`src/rtl/mips_inst_encoder.sv`:
```
// rtl/mips_inst_encoder.sv - MIPS instruction encoder and imem loader; MIPS_ENC_BYTE_ADDR_EN selects byte addressing
// Encodes instruction fields into 32-bit words, queues them, and writes them to sequential imem addresses.
module mips_inst_encoder #(
   parameter int ADDR_W = 8,
   parameter int DEPTH  = 4
) (
   input  logic              clk,
   input  logic              rst_n,
   input  logic              start,
   input  logic [ADDR_W-1:0] base_addr,
   input  logic              in_valid,
   output logic              in_ready,
   input  logic              in_last,
   input  logic [2:0]        in_kind,
   input  logic [4:0]        rs,
   input  logic [4:0]        rt,
   input  logic [4:0]        rd,
   input  logic [4:0]        shamt,
   input  logic [5:0]        funct,
   input  logic [15:0]       imm,
   input  logic [25:0]       target,
   input  logic              imem_ready,
   output logic              imem_we,
   output logic [ADDR_W-1:0] imem_addr,
   output logic [31:0]       imem_wdata,
   output logic              busy,
   output logic              done,
   output logic              err,
   output logic [ADDR_W:0]   count
);

   localparam int PW = $clog2(DEPTH);
`ifdef MIPS_ENC_BYTE_ADDR_EN
   localparam int STEP = 4;
`else
   localparam int STEP = 1;
`endif

   typedef enum logic [1:0] {S_IDLE, S_LOAD, S_FLUSH, S_DONE} state_t;

   state_t            state, state_nxt;
   logic [31:0]       mem [DEPTH];
   logic [PW:0]       wr_ptr, rd_ptr;
   logic [ADDR_W-1:0] addr;
   logic [ADDR_W-1:0] base_eff;
   logic [ADDR_W:0]   addr_sum;
   logic [31:0]       enc_word;
   logic              enc_ok;
   logic              fifo_empty, fifo_full;
   logic              accept, push, pop;

`ifdef MIPS_ENC_BYTE_ADDR_EN
   assign base_eff = {base_addr[ADDR_W-1:2], 2'b00};
`else
   assign base_eff = base_addr;
`endif

   always_comb begin
      enc_word = '0;
      enc_ok   = 1'b1;
      case (in_kind)
         3'd0:    enc_word = {6'b000000, rs, rt, rd, shamt, funct};
         3'd1:    enc_word = {6'b100011, rs, rt, imm};
         3'd2:    enc_word = {6'b101011, rs, rt, imm};
         3'd3:    enc_word = {6'b000100, rs, rt, imm};
         3'd4:    enc_word = {6'b001000, rs, rt, imm};
         3'd5:    enc_word = {6'b001101, rs, rt, imm};
         3'd6:    enc_word = {6'b000010, target};
         default: enc_ok   = 1'b0;
      endcase
   end

   // Full when pointers differ only in the wrap bit.
   assign fifo_empty = (wr_ptr == rd_ptr);
   assign fifo_full  = (wr_ptr[PW] != rd_ptr[PW]) && (wr_ptr[PW-1:0] == rd_ptr[PW-1:0]);

   assign in_ready   = (state == S_LOAD) && !fifo_full;
   assign accept     = in_valid && in_ready;
   assign push       = accept && enc_ok;
   assign imem_we    = !fifo_empty;
   assign pop        = imem_we && imem_ready;
   assign imem_addr  = addr;
   assign imem_wdata = fifo_empty ? 32'd0 : mem[rd_ptr[PW-1:0]];
   assign busy       = (state != S_IDLE);
   assign done       = (state == S_DONE);
   assign addr_sum   = {1'b0, addr} + (ADDR_W+1)'(STEP);

   always_ff @(posedge clk) begin
      if (push) mem[wr_ptr[PW-1:0]] <= enc_word;
   end

   always_ff @(posedge clk or negedge rst_n) begin
      if (!rst_n) begin
         state  <= S_IDLE;
         wr_ptr <= '0;
         rd_ptr <= '0;
         addr   <= '0;
         err    <= 1'b0;
         count  <= '0;
      end else begin
         state <= state_nxt;
         if (push) wr_ptr <= wr_ptr + (PW+1)'(1);
         if (pop)  rd_ptr <= rd_ptr + (PW+1)'(1);
         if (state == S_IDLE && start) begin
            addr  <= base_eff;
            count <= '0;
            err   <= 1'b0;
         end else begin
            if (pop) begin
               addr <= addr_sum[ADDR_W-1:0];
               if (count != '1) count <= count + (ADDR_W+1)'(1);
               if (addr_sum[ADDR_W]) err <= 1'b1;
            end
            if (accept && !enc_ok) err <= 1'b1;
         end
      end
   end

   always_comb begin
      state_nxt = state;
      case (state)
         S_IDLE:  if (start) state_nxt = S_LOAD;
         S_LOAD:  if (accept && in_last) state_nxt = S_FLUSH;
         S_FLUSH: if (fifo_empty) state_nxt = S_DONE;
         S_DONE:  state_nxt = S_IDLE;
         default: state_nxt = S_IDLE;
      endcase
   end

endmodule
```
`config.mk`:
```
export PLATFORM = sky130hd
export DESIGN_NAME = mips_inst_encoder
export DESIGN_NICKNAME = d
export VERILOG_FILES = /design/src/rtl/mips_inst_encoder.sv
export SDC_FILE = /design/constraint.sdc
export NUM_CORES = 1
export LEC_CHECK = 0
export CAP_MARGIN = 0
export CORE_MARGIN = 8
export CORE_UTILIZATION = 58
export CTS_BUF_LIST = sky130_fd_sc_hd__clkbuf_4 sky130_fd_sc_hd__clkbuf_8
export DETAILED_ROUTE_END_ITERATION = 7
export GPL_TIMING_DRIVEN = 0
export PLACE_DENSITY_LB_ADDON = 0.2
export SKIP_CTS_REPAIR_TIMING = 1
export SLEW_MARGIN = 20
export SYNTH_ARGS = -nofsm -noshare
export SYNTH_HDL_FRONTEND = slang
export SYNTH_SLANG_ARGS = --single-unit
```
`constraint.sdc`:
```
create_clock -name clk -period 3.5 [get_ports clk]
set_input_delay 0.7 -clock clk [delete_from_list [all_inputs] [get_ports clk]]
set_output_delay 0.7 -clock clk [all_outputs]
set_load 0.005 [all_outputs]
```
==> impl_metrics.py, run 1 <==
metrics = {
    "run_status": {
        "status": "complete, no violations",
    },
    "sta": {
        "finalSetupViolations": 0,
        "drv_slew": 0,
        "fin_skew_ns": 0.0108,
        "min_period_ns": 3.33,
        "relSlewSlack_pct": 52.9,
        "hold_viol_final": 0,
        "fin_ws_ns": 0.175,
        "fmax_mhz": 301,
        "rsz0062_at_grt": "no",
        "tns_ns": 0,
        "min_period_over_period_pct": 95.0,
        "worstMarginPinSlew_ns": 0.706,
    },
    "yosys": {
        "yosys_warnings": 0,
        "syn_area_per_cell_um2": 14.1,
        "ys_ff_latch": 150,
        "ys_top_cells_by_area": "edfxtp_1 (53%), mux4_2 (9.9%), dfrtp_1 (9.3%), and2_1 (3.1%), nor2b_1 (2.9%)",
        "syn-num-nets": 597,
        "synth_top_cell_by_area": "edfxtp_1",
        "synth_edf_count": 124,
        "syn_inst": 499,
        "synth_area_mm2": 0.00703,
        "yosysTopAreaCellShare_pct": 53.0,
        "synth.distinct_cells": 46,
        "async_flop_share_pct": 17.3,
        "synth_flop_cell": "edfxtp_1",
        "ys_seq_area_share_pct": 62.3,
    },
    "clock_tree": {
        "clk_path_buf_depth": 2,
        "h-tree-depth": 4,
        "clk_latency_ns": 0.45,
        "clk_pin_slew_ns": 0.09,
        "cts_sinks": 150,
        "cts_tree": "built",
        "root_buffer": "clkbuf_8",
        "cts_buffers": 17,
    },
    "grt": {
        "antenna_found_initial": 0,
        "grt-ovfl-total": 0,
        "grt_pass1_wl_mm": 26.6,
        "grt_max_degree": 27,
        "grt_pass1_vias": 5148,
        "grt_usage_pct": 21.6,
    },
    "placement": {
        "portBuffers": 137,
        "hpwl_mm": 12.2,
        "numPlacedInstances": 787,
        "place.gp.congestion": 0.794,
        "dp_slack_ns": 0.162,
    },
    "min_path": {
        "hold_class": "input port to async pin",
    },
    "setup_path": {
        "cpMaxStageDelayCell": "clkbuf_1",
        "crit_type": "flip-flop to output pin",
        "crit_buf_inv": 3,
        "end_kind": "output pin",
        "worstPathArrival_ns": 2.63,
        "worstPathRequired_ns": 2.80,
        "reg2reg_slack_ns": 1.09,
        "critical_path.max_stage_delay_ns": 0.55,
        "critPathTopFamily": "buffers and inverters",
        "worstSetupStartpointType": "flip-flop",
        "crit_chain": "buf_6 > clkbuf_1 > mux4_2 > and2_1 > clkdlybuf4s50_1",
        "crit_fanout": 10,
    },
    "routing": {
        "wl_per_cell_um": 20.5,
        "drc_errors": 0,
        "drt_first_pass_iters": 5,
        "vias": 4860,
        "drtIter0Drc": 425,
        "viasPerCell": 5.93,
        "ant_nets": 0,
        "routed_wl_mm": 16.8,
    },
    "final_layout": {
        "nNetsFinal": 757,
        "area_delta_synth_final_pct": 29.3,
        "finalNonFillerCells": 819,
        "num_antenna_cells": 0,
        "drive_gt1_share_pct": 13.1,
    },
    "pwr": {
        "power_density_mw_per_mm2": 727,
        "power_leakage_nw": 3.16,
        "max-vdd-ir-drop_mv": 0.372,
        "total_power_mw": 6.60,
    },
    "floorplanning": {
        "die_h_um": 126,
        "coreArea_mm2": 0.0119,
        "start_util_pct": 59.0,
        "num_io_pins": 139,
        "die_w_um": 126,
        "die-area_mm2": 0.0159,
        "rows": 40,
    },
    "job": {
        "cap_violations": 0,
    },
}
layer usage:
| layer | share of wire (%) | vias up | wire length [µm] | GRT usage (%) |
|---|---|---|---|---|
| li1 | - | 2212 | - | - |
| met1 | 41 | 2420 | 6890 | 25.4 |
| met2 | 51 | 208 | 8520 | 37.2 |
| met3 | 6.6 | 20 | 1120 | 6.29 |
| met4 | 1.5 | 0 | 245 | 7.36 |
| met5 | 0 | - | 0 | 0 |
sequential cells by signal, indices dropped and copies added (netlist names):
signal     cells
count          9
mem          124
imem_addr      8
wr_ptr         3
rd_ptr         3
err            1
state          2
worst register-to-register path, delay by kind of cell, from the launching register on:
kind                      cells  cell delay [ns]
AOI/OAI and AO/OA             1             0.24
xor gates and xnor gates      1             0.31
buffers and inverters         2             0.41
DFF                           1             0.39
and+or+nand+nor               2             0.75
path summary, 6_finish.rpt:
path | cells past startpoint | endpoint | from
hold reg to reg | 1 | wr_ptr[2] | wr_ptr[2]
setup / recovery | 5 | imem_wdata[29] | rd_ptr[1]
hold / removal | 1 | imem_addr[1] | rst_n
setup reg to reg | 6 | mem[1][18] | rd_ptr[0]
max in group asynchronous | 1 | state[1] | rst_n
min in group clk | 1 | wr_ptr[2] | wr_ptr[2]
metrics by stage:
stage | util, % | area, µm² | hold WS (ns)
after detailed placement | 72.9 | 8680 | 0.515
after floorplan | - | 7030 | 0.404
after CTS | 76.3 | 9080 | 0.253
after global placement | 72.0 | 8580 | 0.501
final | 76.3 | 9090 | 0.258
after global routing | 76.3 | 9090 | 0.281
final cells by class:
class	instances	area, µm²
clock buffer	17	234
multi-input combinational	309	2490
tap	147	184
fill	760	2830
timing repair buffer	141	1470
buffer	29	133
sequential	150	4370
clock inverter	15	165
inverter	11	41.3
kinds of logic (layout without fill, tap and decap cells):
group                      count (synthesis)  in the layout  synth area share (%)
AOI/OAI and AO/OA                         98             98                  8.48
xor gates and xnor gates                  13             13                  1.83
adders and majority gates                 13             13                  2.32
buffers and inverters                     40            213                  2.42
DFF                                      150            150                  62.3
muxes                                     35             35                  10.6
other                                      1              1                0.0534
and+or+nand+nor                          149            149                  12.0
layout by cell type (no fill, tap or decap), types with 5 or more instances in the layout:
| cell | n |
|---|---|
| xnor2_1 | 8 |
| a21oi_1 | 40 |
| nor2b_1 | 33 |
| inv_6 | 6 |
| nor2_1 | 14 |
| a211oi_1 | 16 |
| nand2b_1 | 12 |
| buf_2 | 5 |
| mux4_2 | 31 |
| edfxtp_1 | 124 |
| o21ai_0 | 20 |
| dfrtp_1 | 26 |
| inv_1 | 10 |
| or3_1 | 6 |
| and2_1 | 32 |
| clkdlybuf4s50_1 | 136 |
| nand3_1 | 9 |
| clkbuf_1 | 19 |
| clkbuf_8 | 17 |
| ha_1 | 13 |
| a31oi_1 | 7 |
| nand2_1 | 24 |
where the power goes:
part / internal (mW) / switching, mW
sequential: 2.20 / 0.181
combinational: 1.61 / 1.26
clock: 0.649 / 0.690
synth_stat cells, types with 2 or more instances:
library cell / instances
edfxtp_1: 124
a21oi_1: 40
and2_1: 35
nor2b_1: 33
mux4_2: 31
dfrtp_1: 26
nand2_1: 24
clkbuf_1: 22
o21ai_0: 20
a211oi_1: 16
nor2_1: 14
ha_1: 13
nand2b_1: 12
inv_1: 10
nand3_1: 9
xnor2_1: 8
a31oi_1: 7
or3_1: 6
buf_2: 4
o31ai_1: 4
or4_1: 4
and3_1: 3
xor2_1: 3
a221o_1: 2
and4_1: 2
buf_4: 2
mux2i_1: 2
nand4_1: 2
o311ai_0: 2
o31a_1: 2
xor2_2: 2
Note: power is estimated with default switching activity, not from simulation.
==> inputs of run 2 (changes only) <==
Settings changed: CORE_ASPECT_RATIO from default to 1.5, HOLD_SLACK_MARGIN from default to 0.03, TNS_END_PERCENT from default to 10.
==> run 2 against run 1 <==
Compared with the run above:
- core utilization shrank 0.33 points
- hold slack worse by 0.00056 ns
- register-to-register slack better by 0.11 ns
- sequential cell count is the same
- critical path depth grew 2
- clock power is 9% lower
- first-iteration DRC count is 56% lower
- clock skew rose by 0.0013 ns
- count of clock-buffer cells in the layout is the same
- critical path type unchanged
- cell area decreased by 0.58%
- wire length decreased by 2.5%
- critical endpoint is now imem_wdata[11]
- die area is 0.45% higher
==> impl_metrics.py, run 2 (synthesis results as in run 1) <==
metrics = {
    "final_layout": {
        "nFillCells": 763,
        "num_antenna_cells": 0,
        "largest_reg_flops": 124,
        "seq_area_mm2": 0.00437,
        "nNetsFinal": 757,
        "layout_commonest_cell": "clkdlybuf4s50_1",
        "drive_gt1_share_pct": 12.9,
        "most-common-layout-cells": "clkdlybuf4s50_1 (136), edfxtp_1 (124), a21oi_1 (40), nor2b_1 (33), and2_1 (32)",
        "area_delta_synth_final_pct": 28.6,
        "multi_input_area_mm2": 0.00249,
    },
    "routing": {
        "routed_wl_mm": 16.4,
        "viasPerCell": 5.80,
        "drc_errors": 0,
        "wl_per_cell_um": 19.8,
        "drtIter0Drc": 185,
        "ant_nets": 0,
        "vias": 4789,
        "drt_first_pass_iters": 4,
    },
    "clock_tree": {
        "h-tree-depth": 4,
        "cts_tree": "built",
        "root_buffer": "clkbuf_8",
        "cts_buffers": 17,
        "cts_sinks": 150,
        "clk_path_buf_depth": 2,
        "clk_latency_ns": 0.44,
        "clk_pin_slew_ns": 0.09,
    },
    "setup_path": {
        "worstPathArrival_ns": 2.59,
        "reg2reg_slack_ns": 1.20,
        "worstSetupStartpointType": "flip-flop",
        "crit_type": "flip-flop to output pin",
        "r2r-end": "mem[1][23]",
        "end_kind": "output pin",
        "critPathCapture": "imem_wdata[11]",
        "r2r_start": "rd_ptr[0]",
        "crit_fanout": 10,
        "reg2regPathDepth": 6,
        "critPathLaunch": "rd_ptr[0]",
        "worstPathRequired_ns": 2.80,
    },
    "sta": {
        "tns_ns": 0,
        "fin_ws_ns": 0.206,
        "fin_skew_ns": 0.0121,
        "drv_slew": 0,
        "hold_viol_final": 0,
        "relSlewSlack_pct": 54.6,
        "worstMarginPinSlew_ns": 0.677,
        "fmax_mhz": 304,
        "min_period_ns": 3.29,
        "whs_ns": 0.258,
        "finalSetupViolations": 0,
        "rsz0062_at_grt": "no",
        "min_period_over_period_pct": 94.1,
    },
    "pwr": {
        "power_leakage_nw": 3.13,
        "total_power_mw": 6.48,
        "p_int_mw": 4.37,
        "switching_share_pct": 32.5,
        "switching_power_mw": 2.10,
        "power_density_mw_per_mm2": 717,
        "power_frac_clock_pct": 18.8,
        "seqPwrFrac_pct": 36.8,
        "max-vdd-ir-drop_mv": 0.356,
        "pwr-share-comb_pct": 44.4,
    },
    "grt": {
        "grt_usage_pct": 21.0,
        "grt-ovfl-total": 0,
        "antenna_found_initial": 0,
        "grt_pass1_wl_mm": 25.9,
        "grt_pass1_vias": 5203,
        "grt_max_degree": 27,
    },
    "floorplanning": {
        "die_w_um": 106,
        "die_h_um": 151,
        "start_util_pct": 59.1,
        "die-area_mm2": 0.0160,
        "num_io_pins": 139,
        "rows": 49,
        "coreArea_mm2": 0.0119,
    },
    "job": {
        "cap_violations": 0,
    },
    "placement": {
        "dp_slack_ns": 0.410,
        "place.gp.congestion": 0.845,
        "portBuffers": 137,
        "hpwl_mm": 12.3,
    },
    "min_path": {
        "hold_class": "input port to async pin",
    },
    "run_status": {
        "status": "complete, no violations",
    },
}
==> run 2: changes by cell type in the layout (fill, tap and decap cells not counted), moves of 2 or more <==
cell and change:
inv_6 -2, buf_16 -3, buf_12 +3, clkinv_2 +3
==> run 2: layout make-up <==
cell class              instances  share of cell area, %
multi-input cells             309                   27.5
clock buffers                  17                   2.59
inverters                      11                  0.457
repair buffers                141                   16.0
clock inverters                15                   1.43
well taps                     153                   2.12
flip-flops and latches        150                   48.4
plain buffers                  29                   1.45
==> run 2: metrics by stage <==
stage                     util (%)  cells  instance area [µm²]
after floorplan                  -    499                 7030
after global placement        72.2    789                 8590
after detailed placement      72.9    793                 8670
after CTS                     75.9    825                 9030
after global routing          76.0    825                 9030
final                         76.0    825                 9030
==> run 2: critical path: stages, from the launching register on <==
cell and delay [ns]:
dfrtp_1 0.39, buf_4 0.18, xor2_2 0.32, nor3_4 0.11, inv_2 0.16, clkbuf_1 0.29
and2_1 0.19, clkdlybuf4s50_1 0.51
==> run 2: layer usage <==
layer,up-vias,global-route usage [%],part of all wire (%)
li1,2207,-,-
met1,2344,20.5,35
met2,204,39.6,56
met3,34,6.30,6.8
met4,0,9.68,2.5
met5,-,0,0
==> run 2: power by group through the flow <==
stage          registers (mW)  logic, mW  clock network (mW)
5_1_grt                  2.41       3.13                1.30
6_report                 2.39       2.88                1.22
4_1_cts                  2.38       2.93                1.23
3_3_place_gp             2.41       2.80                   0
3_5_place_dp             2.42       2.91                   0
2_1_floorplan            2.39       1.52                   0
==> run 2: worst min-delay path by stage <==
stage                 to  slack (ns)  cells past startpoint
3_3_place_gp         err        0.51                      1
2_1_floorplan   count[0]        0.40                      0
6_report        count[3]        0.26                      1
5_1_grt         count[5]        0.27                      1
4_1_cts         count[3]        0.25                      1
3_5_place_dp   wr_ptr[2]        0.52                      1
